File: config.mk
export PLATFORM = sky130hd
export DESIGN_NAME = y86_phase_sequencer_flat
export DESIGN_NICKNAME = d
export VERILOG_FILES = /design/src/rtl/y86_seq_pkg.sv /design/src/rtl/y86_phase_sequencer_if.sv /design/src/rtl/y86_wait_timer.sv /design/src/rtl/y86_phase_sequencer.sv /design/src/flat_wrapper.sv
export SDC_FILE = /design/constraint.sdc
export NUM_CORES = 1
export LEC_CHECK = 0
export ABC_AREA = 1
export CAP_MARGIN = 20
export CORE_UTILIZATION = 30
export CTS_CLUSTER_DIAMETER = 150
export DETAILED_ROUTE_END_ITERATION = 6
export PLACE_DENSITY = 0.78
export SLEW_MARGIN = 5
export SYNTH_ARGS = -nofsm -noshare
export SYNTH_HDL_FRONTEND = slang
export SYNTH_SLANG_ARGS = --single-unit
File: constraint.sdc
create_clock -name clk -period 1.2 [get_ports clk]
set_input_delay 0.24 -clock clk [delete_from_list [all_inputs] [get_ports clk]]
set_output_delay 0.24 -clock clk [all_outputs]
set_load 0.1 [all_outputs]
File: src/rtl/y86_seq_pkg.sv
`default_nettype none
// ============================================================================
// Module   : y86_seq_pkg
// Purpose  : Shared state encoding, opcode constants and phase-bit indices
//            for the y86 phase sequencer.
// Revision : 1.0 - initial release
// ============================================================================
package y86_seq_pkg;

    typedef enum logic [2:0] {
        ST_IDLE   = 3'd0,
        ST_FETCH  = 3'd1,
        ST_DECODE = 3'd2,
        ST_EXEC   = 3'd3,
        ST_MEM    = 3'd4,
        ST_WB     = 3'd5,
        ST_HALT   = 3'd6,
        ST_ERR    = 3'd7
    } seq_state_e;

    localparam logic [7:0] OP_LOAD  = 8'h8B;
    localparam logic [7:0] OP_STORE = 8'h89;
    localparam logic [7:0] OP_HALT  = 8'hF4;
    localparam logic [1:0] MOD_MEM  = 2'd1;

    localparam int PH_FETCH  = 0;
    localparam int PH_DECODE = 1;
    localparam int PH_EXEC   = 2;
    localparam int PH_MEM    = 3;
    localparam int PH_WB     = 4;
    localparam int PH_W      = 5;

    function automatic logic is_op_mem(input logic [7:0] op, input logic [1:0] md,
                                       input logic [7:0] ref_op);
        return (op == ref_op) && (md == MOD_MEM);
    endfunction

endpackage
`default_nettype wire

File: src/rtl/y86_phase_sequencer_if.sv
`default_nettype none
// ============================================================================
// Module   : y86_phase_sequencer_if
// Purpose  : Memory bus handshake between the phase sequencer (master) and
//            the memory subsystem (slave).
// Revision : 1.0 - initial release
// ============================================================================
interface y86_phase_sequencer_if;

    logic bus_req;
    logic bus_we;
    logic mem_ready;

    modport master (output bus_req, output bus_we, input mem_ready);
    modport slave  (input bus_req, input bus_we, output mem_ready);

endinterface
`default_nettype wire

File: src/rtl/y86_wait_timer.sv
`default_nettype none
// ============================================================================
// Module   : y86_wait_timer
// Purpose  : Counts consecutive not-ready cycles of a bus phase and flags the
//            cycle on which the WAIT_MAX-th consecutive wait is observed.
// Revision : 1.0 - initial release
// ============================================================================
module y86_wait_timer #(
    parameter int WAIT_MAX = 15
) (
    input  wire  clk,
    input  wire  rst,
    input  wire  clear,
    input  wire  count_en,
    input  wire  ready,
    output logic expired
);

    localparam int              CW   = $clog2(WAIT_MAX + 1);
    localparam logic [CW-1:0]   LAST = CW'(WAIT_MAX - 1);

    logic [CW-1:0] count_q;
    logic [CW-1:0] count_d;

    always_comb begin
        count_d = count_q;
        if (clear || ready) begin
            count_d = '0;
        end else if (count_en) begin
            count_d = count_q + 1'b1;
        end
    end

    always_ff @(posedge clk) begin
        if (rst) begin
            count_q <= '0;
        end else begin
            count_q <= count_d;
        end
    end

    // A ready on the would-be expiring cycle completes the access instead.
    assign expired = count_en && !clear && !ready && (count_q == LAST);

endmodule
`default_nettype wire

File: src/rtl/y86_phase_sequencer.sv
`default_nettype none
// ============================================================================
// Module   : y86_phase_sequencer
// Purpose  : Stall-capable FETCH/DECODE/EXEC/MEM/WB sequencer for the y86
//            sequential datapath with run/step control and bus timeout.
// Config   : Y86_PHASE_SEQ_PERF_EN builds the instruction/stall counters.
// Revision : 1.0 - initial release
// ============================================================================
module y86_phase_sequencer
    import y86_seq_pkg::*;
#(
    parameter int WAIT_MAX = 15,
    parameter int CNT_W    = 32
) (
    input  wire                   clk,
    input  wire                   rst,
    input  wire  [7:0]            opcode,
    input  wire  [1:0]            mod,
    input  wire                   run_en,
    input  wire                   step_req,
    y86_phase_sequencer_if.master bus,
    output logic [PH_W-1:0]       phase_en,
    output logic                  paused,
    output logic                  halted,
    output logic                  bus_timeout,
    output logic [CNT_W-1:0]      instr_count,
    output logic [CNT_W-1:0]      stall_count
);

    seq_state_e state_q, state_d;
    logic       step_q, step_d;

    logic mem_ready;
    logic is_load, is_store, memop, halt_op;
    logic bus_req_c, bus_we_c;
    logic wait_expired;

    assign mem_ready = bus.mem_ready;
    assign is_load   = is_op_mem(opcode, mod, OP_LOAD);
    assign is_store  = is_op_mem(opcode, mod, OP_STORE);
    assign memop     = is_load || is_store;
    assign halt_op   = (opcode == OP_HALT);

    always_comb begin
        state_d = state_q;
        step_d  = step_q;
        case (state_q)
            ST_IDLE: begin
                if (run_en) begin
                    state_d = ST_FETCH;
                    step_d  = 1'b0;
                end else if (step_req) begin
                    state_d = ST_FETCH;
                    step_d  = 1'b1;
                end
            end
            ST_FETCH: begin
                if (mem_ready)         state_d = ST_DECODE;
                else if (wait_expired) state_d = ST_ERR;
            end
            ST_DECODE: state_d = halt_op ? ST_HALT : ST_EXEC;
            ST_EXEC:   state_d = ST_MEM;
            ST_MEM: begin
                if (!memop || mem_ready) state_d = ST_WB;
                else if (wait_expired)   state_d = ST_ERR;
            end
            ST_WB: begin
                if (run_en && !step_q) begin
                    state_d = ST_FETCH;
                end else begin
                    state_d = ST_IDLE;
                    step_d  = 1'b0;
                end
            end
            ST_HALT: state_d = ST_HALT;
            ST_ERR:  state_d = ST_ERR;
            default: state_d = ST_IDLE;
        endcase
    end

    always_ff @(posedge clk) begin
        if (rst) begin
            state_q <= ST_IDLE;
            step_q  <= 1'b0;
        end else begin
            state_q <= state_d;
            step_q  <= step_d;
        end
    end

    // Bus-phase enables follow mem_ready in the completing cycle itself.
    always_comb begin
        phase_en  = '0;
        bus_req_c = 1'b0;
        bus_we_c  = 1'b0;
        case (state_q)
            ST_FETCH: begin
                bus_req_c          = 1'b1;
                phase_en[PH_FETCH] = mem_ready;
            end
            ST_DECODE: phase_en[PH_DECODE] = 1'b1;
            ST_EXEC:   phase_en[PH_EXEC]   = 1'b1;
            ST_MEM: begin
                if (memop) begin
                    bus_req_c        = 1'b1;
                    bus_we_c         = is_store;
                    phase_en[PH_MEM] = mem_ready;
                end else begin
                    phase_en[PH_MEM] = 1'b1;
                end
            end
            ST_WB:   phase_en[PH_WB] = 1'b1;
            default: ;
        endcase
    end

    assign bus.bus_req  = bus_req_c;
    assign bus.bus_we   = bus_we_c;
    assign paused       = (state_q == ST_IDLE);
    assign halted       = (state_q == ST_HALT);
    assign bus_timeout  = (state_q == ST_ERR);

    y86_wait_timer #(
        .WAIT_MAX (WAIT_MAX)
    ) u_wait_timer (
        .clk      (clk),
        .rst      (rst),
        .clear    (!bus_req_c),
        .count_en (bus_req_c),
        .ready    (mem_ready),
        .expired  (wait_expired)
    );

`ifdef Y86_PHASE_SEQ_PERF_EN
    logic [CNT_W-1:0] instr_count_q, instr_count_d;
    logic [CNT_W-1:0] stall_count_q, stall_count_d;

    always_comb begin
        instr_count_d = instr_count_q + CNT_W'(state_q == ST_WB);
        stall_count_d = stall_count_q + CNT_W'(bus_req_c && !mem_ready);
    end

    always_ff @(posedge clk) begin
        if (rst) begin
            instr_count_q <= '0;
            stall_count_q <= '0;
        end else begin
            instr_count_q <= instr_count_d;
            stall_count_q <= stall_count_d;
        end
    end

    assign instr_count = instr_count_q;
    assign stall_count = stall_count_q;
`else
    assign instr_count = '0;
    assign stall_count = '0;
`endif

endmodule
`default_nettype wire

File: src/flat_wrapper.sv
// flat-port wrapper written by rule: the top's interface ports become plain ports
module y86_phase_sequencer_flat import y86_seq_pkg::*;
#(
    parameter int WAIT_MAX = 15,
    parameter int CNT_W    = 32
)
  (clk, rst, opcode, mod, run_en, step_req, phase_en, paused, halted, bus_timeout, instr_count, stall_count, bus_bus_req, bus_bus_we, bus_mem_ready);
  y86_phase_sequencer_if bus_i ();
  input  wire clk;
  input  wire rst;
  input  wire  [7:0] opcode;
  input  wire  [1:0] mod;
  input  wire run_en;
  input  wire step_req;
  output logic [PH_W-1:0] phase_en;
  output logic paused;
  output logic halted;
  output logic bus_timeout;
  output logic [CNT_W-1:0] instr_count;
  output logic [CNT_W-1:0] stall_count;
  output wire logic [$bits(bus_i.bus_req)-1:0] bus_bus_req;
  output wire logic [$bits(bus_i.bus_we)-1:0] bus_bus_we;
  input wire logic [$bits(bus_i.mem_ready)-1:0] bus_mem_ready;
  assign bus_bus_req = bus_i.bus_req;
  assign bus_bus_we = bus_i.bus_we;
  assign bus_i.mem_ready = bus_mem_ready;
  y86_phase_sequencer #(.WAIT_MAX(WAIT_MAX), .CNT_W(CNT_W)) u_core (.clk(clk), .rst(rst), .opcode(opcode), .mod(mod), .run_en(run_en), .step_req(step_req), .bus(bus_i), .phase_en(phase_en), .paused(paused), .halted(halted), .bus_timeout(bus_timeout), .instr_count(instr_count), .stall_count(stall_count));
endmodule
# Word level (Yosys, flattened, before mapping)
# Cells that the tools add are included.
# Widths: inputs -> output; s select.
[classes] add_sub_neg=1 n_eq_ne=14 muxes=22 reduce_logical=16
[op_table] cell="$eq 8x8->1 const B" count=3
[op_table] cell="$pmux 3 s8" count=1
[op_table] cell="$mux 3" count=6
[op_table] cell="$mux 1" count=13
[op_table] cell="$eq 3x3->1 const B" count=4
[op_table] cell="$eq 3x2->1 const B" count=2
[op_table] cell="$logic_and 1x1->1" count=5
[op_table] cell="$add 4x1->4 const B" count=1
[op_table] cell="$eq 4x4->1 const B" count=1
[op_table] cell="$logic_not 1->1" count=4
[op_table] cell="$pmux 1 s2" count=2
[op_table] cell="$eq 3x1->1 const B" count=1
[op_table] cell="$logic_not 3->1" count=1
[op_table] cell="$logic_or 1x1->1" count=3
[op_table] cell="$ne 3x3->1 const B" count=1
[op_table] cell="$reduce_and 3->1" count=1
[op_table] cell="$eq 2x1->1 const B" count=1
[op_table] cell="$ne 2x2->1 const B" count=1
[op_table] cell="$reduce_bool 2->1" count=1
[op_table] cell="$reduce_or 2->1" count=1
[totals] register_bits=8 out_inout_bits=74 elab_cells=56

# Logic depth before layout (Yosys ltp)
# Gate-level depths: netlist of run 1.
[logic_depth] ltp_word=10 ltp_mapped=8

# Hierarchy
# Synthesis of run 1 repeated with hierarchy kept, for this count alone.
[hier_totals] cells_unflattened=180 area_unflattened_um2=1142.3
[by_module_without_submodules] mod="y86_phase_sequencer" n_inst=1 cells_per_inst=148 area_each_um2=923.4 seq_area_each_um2=80.1
[by_module_without_submodules] mod="y86_wait_timer" n_inst=1 cells_per_inst=32 area_each_um2=219.0 seq_area_each_um2=80.1

# Worst setup path after synthesis of run 1
# Ideal clock, no wire load.
[synth_path] path_kind="register to output" from="register u_core.state_q[0]" to="output phase_en[2]" t_arrival_ps=2641 setup_slack_ps=-1681 path_stages_with_launch=3 path_buffers=0 cell_sequence="dfxtp_1 -> inv_1 -> nor3_1"
[synth_between] elab_chain_cells=2
[synth_lines] element="start: declaration" line_no="y86_phase_sequencer.sv:30" source="seq_state_e state_q, state_d;"
[synth_lines] element="start signal: assignment" line_no="y86_phase_sequencer.sv:86" source="state_q <= state_d;"
[synth_lines] element="$eq 3x2->1" line_no="y86_phase_sequencer.sv:96" source="case (state_q)"
[synth_lines] element="$mux 1" line_no="y86_phase_sequencer.sv:96"
[synth_lines] element="end: declaration" line_no="flat_wrapper.sv:15" source="output logic [PH_W-1:0] phase_en;"
# No other way between the ends.

# Final worst setup path of run 1
[layout_path] from="register u_core.state_q[0]" to="output bus_bus_we"
[layout_between] elab_chain_cells=2
[layout_lines] element="$eq 3x3->1" line_no="y86_phase_sequencer.sv:96"
[layout_lines] element="$mux 1" line_no="y86_phase_sequencer.sv:96"
[layout_lines] element="end: declaration" line_no="flat_wrapper.sv:22" source="output wire logic [$bits(bus_i.bus_we)-1:0] bus_bus_we;"
# No other way between the ends.

==> reports/metrics.yaml, run 1 <==
status: "finished with violations"
violations: "negative setup slack"
crit_chain: "nor3_4 -> nand3_4 -> nor2_4 -> buf_12"
portBuffers: 24
grt_start_max_net_pins: 7
layout.cells.non_filler: 272
critPathMaxStageDelay_ns: 0.35
arrival_ns: 1.31
fillers: 332
fp.dieW_um: 63.2
wire_per_inst_um: 9.22
die_area_um2: 4000
htree_levels: 1
grt_usage_pct: 11.7
ys_seq_area_share_pct: 14.2
finClkSkew_ns: 0.00469
finalSetupViolCount: 18
rsz0062_at_grt: "true"
max-vdd-ir-drop_uv: 1080
hold_viol_final: 0
finalInstanceArea_um2: 1850
power_uw: 4560
n_antenna_cell: 0
required_ns: 0.96
place_area_um2: 1510
start_kind: "register"
power_leakage_uw: 0.000888
yosys.cell_types.count: 22
drive_gt1_share_pct: 39.8
clk_path_buf_depth: 2
ys_warn_count: 0
syn_inst: 164
hold_path_class: "register to register"
drc: 0
period_needed_ns: 1.55
cts_root_buf: "clkbuf_8"
numCtsBuffers: 3
grt_pass1_wl_um: 3750
slowest_stage: "dfxtp_4"
synth_area_um2: 1120
area_growth_pct: 64.2
multiInputGateArea_um2: 810
die_h_um: 63.2
end_kind: "primary output"
drt_wl_total_um: 2510
io_pins: 89
clk_latency_ns: 0.23
cts_tree: "done"
grt_overflow: 0
critical_path.max_fanout: 3
cellPowerDensity_nw_per_um2: 2470
vias: 1024
grt_pass1_vias: 867
syn_area_per_cell_um2: 6.86
firstDrtPassIters: 4
place.gp.congestion: 0.742
clkTransAtPathRegs_ns: 0.04
cap_violations: 0
path_buf_inv: 1
regArea_um2: 171
max_freq_ghz: 0.645
slew_viol_final: 0
antenna_found_initial: 0
ant_nets: 0
worstSetupPathType: "register to primary output"
dp_cells: 251
core_um2: 3470
final_common_cell: "conb_1"
place_hpwl_um: 1800
cts_sinks: 8
whs_ns: 0.471
final_cell_mix: "conb_1 (64), buf_4 (24), nand2_1 (17)"
vias_per_cell: 3.76
nets: 244
start_util_pct: 32.4
worst_slack_ns: -0.350
drt_iter0_markers: 20
path_delay_family: "simple AND/OR/NAND/NOR gates"
yosys_register_bits: 8
fin_crit_sh_pct: 129
row_count: 21
==> cell families (layout without fill, tap and decap cells) <==
kind of cell	Yosys count	in the layout	share of synthesized area [%]
xor gates and xnor gates	2	2	1.56
adders and majority gates	2	2	2.22
buffers and inverters	82	81	48.7
AOI/OAI and AO/OA	11	11	6.12
other	1	64	0.333
DFF	8	8	14.2
and+or+nand+nor	58	58	26.8
==> cells in the mapped netlist <==
cell       n  area [um^2]
xor2_1     1         8.76
nand4_1    1         6.26
nor3_1     2         10.0
a21oi_1    5         25.0
conb_1     1         3.75
a21oi_2    3         26.3
nand3_4    2         35.0
nor3_4     1         16.3
nand2_1   22         82.6
and3_2     1         7.51
xnor2_1    1         8.76
nor2_1    14         52.6
a211oi_1   1         7.51
nand2_4    1         11.3
nand3_2    2         20.0
dfxtp_1    8          160
inv_1     17         63.8
nand3_1   12         60.1
buf_4     64          480
inv_2      1         3.75
o21ai_0    2         10.0
ha_1       2         25.0
==> tightest hold or removal path: stages (launching register included) <==
cell,delay [ns]
dfxtp_1,0.31
nand2_1,0.06
a21oi_1,0.05
==> sequential cells by signal, summed over array words and instances, names as in the netlist <==
| register | flops |
|---|---|
| u_core.step_q | 1 |
| u_core.u_wait_timer.count_q | 4 |
| u_core.state_q | 3 |
==> cell type report <==
class                      instances  share of cell area (%)
clock buffer                       4                    2.44
tap                               46                    3.12
timing repair buffer              59                    35.4
inverter                          18                    5.89
sequential                         8                    9.28
multi-input combinational        137                    43.8
==> per-stage QoR <==
| stage | util, % | worst slack, ns | TNS (ns) |
|---|---|---|---|
| finish | 53.2 | -0.350 | -4.59 |
| global route | 53.2 | -0.400 | -5.62 |
| CTS | 49.0 | -0.350 | -3.35 |
| detailed placement | 43.6 | -0.594 | -4.90 |
| global placement | 43.6 | -0.542 | -4.39 |
| floorplan | - | -0.325 | -3.28 |
==> layer usage <==
layer | track usage, % | part of all wire (%) | vias up
met3 | 2.17 | 7.7 | 4
met5 | 0 | 0 | -
met2 | 21.9 | 54 | 53
li1 | - | - | 507
met4 | 3.98 | 1.2 | 0
met1 | 13.0 | 37 | 460
==> worst paths after layout <==
path / end / cells after the start / start / slack, ns
setup / recovery: bus_bus_we / 4 / u_core.state_q[0]$_SDFFE_PP0P_ / -0.35
hold / removal: u_core.step_q$_SDFFE_PP0P_ / 2 / u_core.step_q$_SDFFE_PP0P_ / 0.47
setup reg to reg: u_core.u_wait_timer.count_q[3]$_SDFFE_PP0N_ / 7 / u_core.state_q[0]$_SDFFE_PP0P_ / -0.22
hold reg to reg: u_core.step_q$_SDFFE_PP0P_ / 2 / u_core.step_q$_SDFFE_PP0P_ / 0.47
==> power by group <==
part           leakage, uW  switching, uW  internal (uW)  total [uW]
sequential       0.0000672           73.8            343         416
clock            0.0000228            115            231         346
combinational     0.000798           2470           1330        3800
==> what timing repair did <==
action,in CTS,in global routing
setup buffers,8,9
endpoints found under the setup margin,17,18
gates resized for setup,29,16
pin swaps,10,6
hold buffers,0,0
(Power assumes the default switching activity.)
==> inputs of run 2 (changes only) <==
ABC_CLOCK_PERIOD_IN_PS = 1200   (was default)
GPL_ROUTABILITY_DRIVEN = 1   (was default)
SLEW_MARGIN = default   (was 5)
==> results of run 2 <==
No change in the layout: final DEF, timing and power equal those of run 1.
==> inputs of run 3 (changes only) <==
PLACE_DENSITY = 0.85   (was 0.78)
==> reports/metrics.yaml, run 3 (synthesis gave the netlist of run 1 again) <==
whs_ns: 0.485  # +0.0141 ns
vias: 1081  # +5.6%
grt_pass1_wl_um: 3900  # +3.9%
nets: 249  # +2.0%
vias_per_cell: 3.90  # +3.7%
critPathMaxStageDelay_ns: 0.37  # +0.02 ns
required_ns: 0.96  # about the same
drt_wl_total_um: 2950  # +18%
portBuffers: 24  # unchanged
antenna_found_initial: 0  # unchanged
clkTransAtPathRegs_ns: 0.04  # about the same
cts_tree: "done"
die_h_um: 63.2  # unchanged
power_uw: 4760  # +4.4%
hold_path_class: "register to register"
arrival_ns: 1.35  # +0.04 ns
drive_gt1_share_pct: 41.6  # +1.7 points
clk_latency_ns: 0.23  # about the same
setup_tns_ns: -4.95  # -0.357 ns
period_needed_ns: 1.59  # +0.0365 ns
max-vdd-ir-drop_uv: 989  # -8.7%
end_kind: "primary output"
max_freq_ghz: 0.630  # -2.3%
status: "finished with violations"
power_leakage_uw: 0.000920  # +3.6%
htree_levels: 1  # unchanged
hold_viol_final: 0  # unchanged
worstSetupPathType: "register to primary output"
start_kind: "register"
fillers: 314  # -5.4%
grt_overflow: 0  # unchanged
final_common_cell: "conb_1"
critical_path.max_fanout: 3  # unchanged
wire_per_inst_um: 10.7  # +16%
finalSetupViolCount: 18  # unchanged
violations: "negative setup slack"
multiInputGateArea_um2: 811  # +0.15%
largestRegisters: "u_core.u_wait_timer.count_q (4), u_core.state_q (3), u_core.step_q (1)"
area_growth_pct: 68.2
fp.dieW_um: 63.2  # unchanged
cap_violations: 0  # unchanged
fin_crit_sh_pct: 132  # +3.0 points
crit_chain: "inv_6 -> nor3_4 -> nand3_4 -> nor2_4 -> buf_12"
grt_usage_pct: 12.5  # +0.83 points
final_cell_mix: "conb_1 (64), buf_4 (24), nand2_1 (14), buf_6 (14), buf_12 (11)"
finClkSkew_ns: 0.00258  # -0.00212 ns
ant_nets: 0  # unchanged
row_count: 21  # unchanged
io_pins: 89  # unchanged
rsz0062_at_grt: "true"
numCtsBuffers: 3  # unchanged
cellPowerDensity_nw_per_um2: 2520  # +2.0%
regArea_um2: 171  # unchanged
firstDrtPassIters: 5  # +1
n_antenna_cell: 0  # unchanged
slew_viol_final: 0  # unchanged
largest_reg_flops: 4  # unchanged
largest-register: "u_core.u_wait_timer.count_q"
core_um2: 3470  # unchanged
drt_iter0_markers: 20  # unchanged
cts_root_buf: "clkbuf_8"
worst_slack_ns: -0.387  # -0.0365 ns
start_util_pct: 32.4  # unchanged
slowest_stage: "dfxtp_4"
place.gp.congestion: 0.762  # +2.7%
clk_path_buf_depth: 2  # unchanged
drc: 0  # unchanged
cts_sinks: 8  # unchanged
die_area_um2: 4000  # unchanged
place_hpwl_um: 1880  # +4.1%
grt_pass1_vias: 893  # +3.0%
grt_start_max_net_pins: 7  # unchanged
-- run 3: final cells by class --
class,instances,share of cell area [%]
multi-input combinational,137,42.9
timing repair buffer,64,37.2
sequential,8,9.06
inverter,18,5.49
tap,46,3.04
clock buffer,4,2.38
-- run 3: report_power, final --
group | switching [uW] | internal, uW
logic | 2560 | 1440
clock network | 121 | 232
registers | 69.5 | 342
-- run 3: worst paths after layout --
check	from	to	slack (ns)	depth (start not counted)
worst min register to register	u_core.step_q$_SDFFE_PP0P_	u_core.step_q$_SDFFE_PP0P_	0.49	2
worst max register to register	u_core.state_q[1]$_SDFFE_PP0P_	u_core.step_q$_SDFFE_PP0P_	-0.27	11
worst max-delay path	u_core.state_q[2]$_SDFFE_PP0P_	bus_bus_we	-0.39	5
worst min-delay path	u_core.step_q$_SDFFE_PP0P_	u_core.step_q$_SDFFE_PP0P_	0.49	2
-- run 3: routing by layer --
metal | track usage (%) | vias to the layer above | routed length [um]
li1 | - | 521 | -
met2 | 22.3 | 67 | 1620
met4 | 6.25 | 0 | 76
met5 | 0 | - | 0
met3 | 3.08 | 7 | 214
met1 | 13.6 | 486 | 1050
-- run 3: per-stage QoR --
stage / instance area [um^2] / setup WS, ns / cells / util (%)
6_report: 1890 / -0.387 / 277 / 54.5
5_1_grt: 1890 / -0.458 / 277 / 54.5
4_1_cts: 1760 / -0.382 / 267 / 50.7
3_5_place_dp: 1530 / -0.572 / 252 / 44.2
3_3_place_gp: 1530 / -0.545 / 252 / 44.2
2_1_floorplan: 1460 / -0.325 / 227 / -
-- run 3: worst max-delay path, delay by kind of cell, from the launching register on --
family	cells	cell delay, ns
buffers and inverters	2	0.22
flip-flops	1	0.37
AND/OR/NAND/NOR	3	0.52
-- run 3: what timing repair did --
action                                  in CTS  in global routing
pin swaps                                   15                 13
endpoints found under the setup margin      18                 18
gates resized for setup                     39                 17
setup buffers                               11                 10
hold buffers                                 0                  0
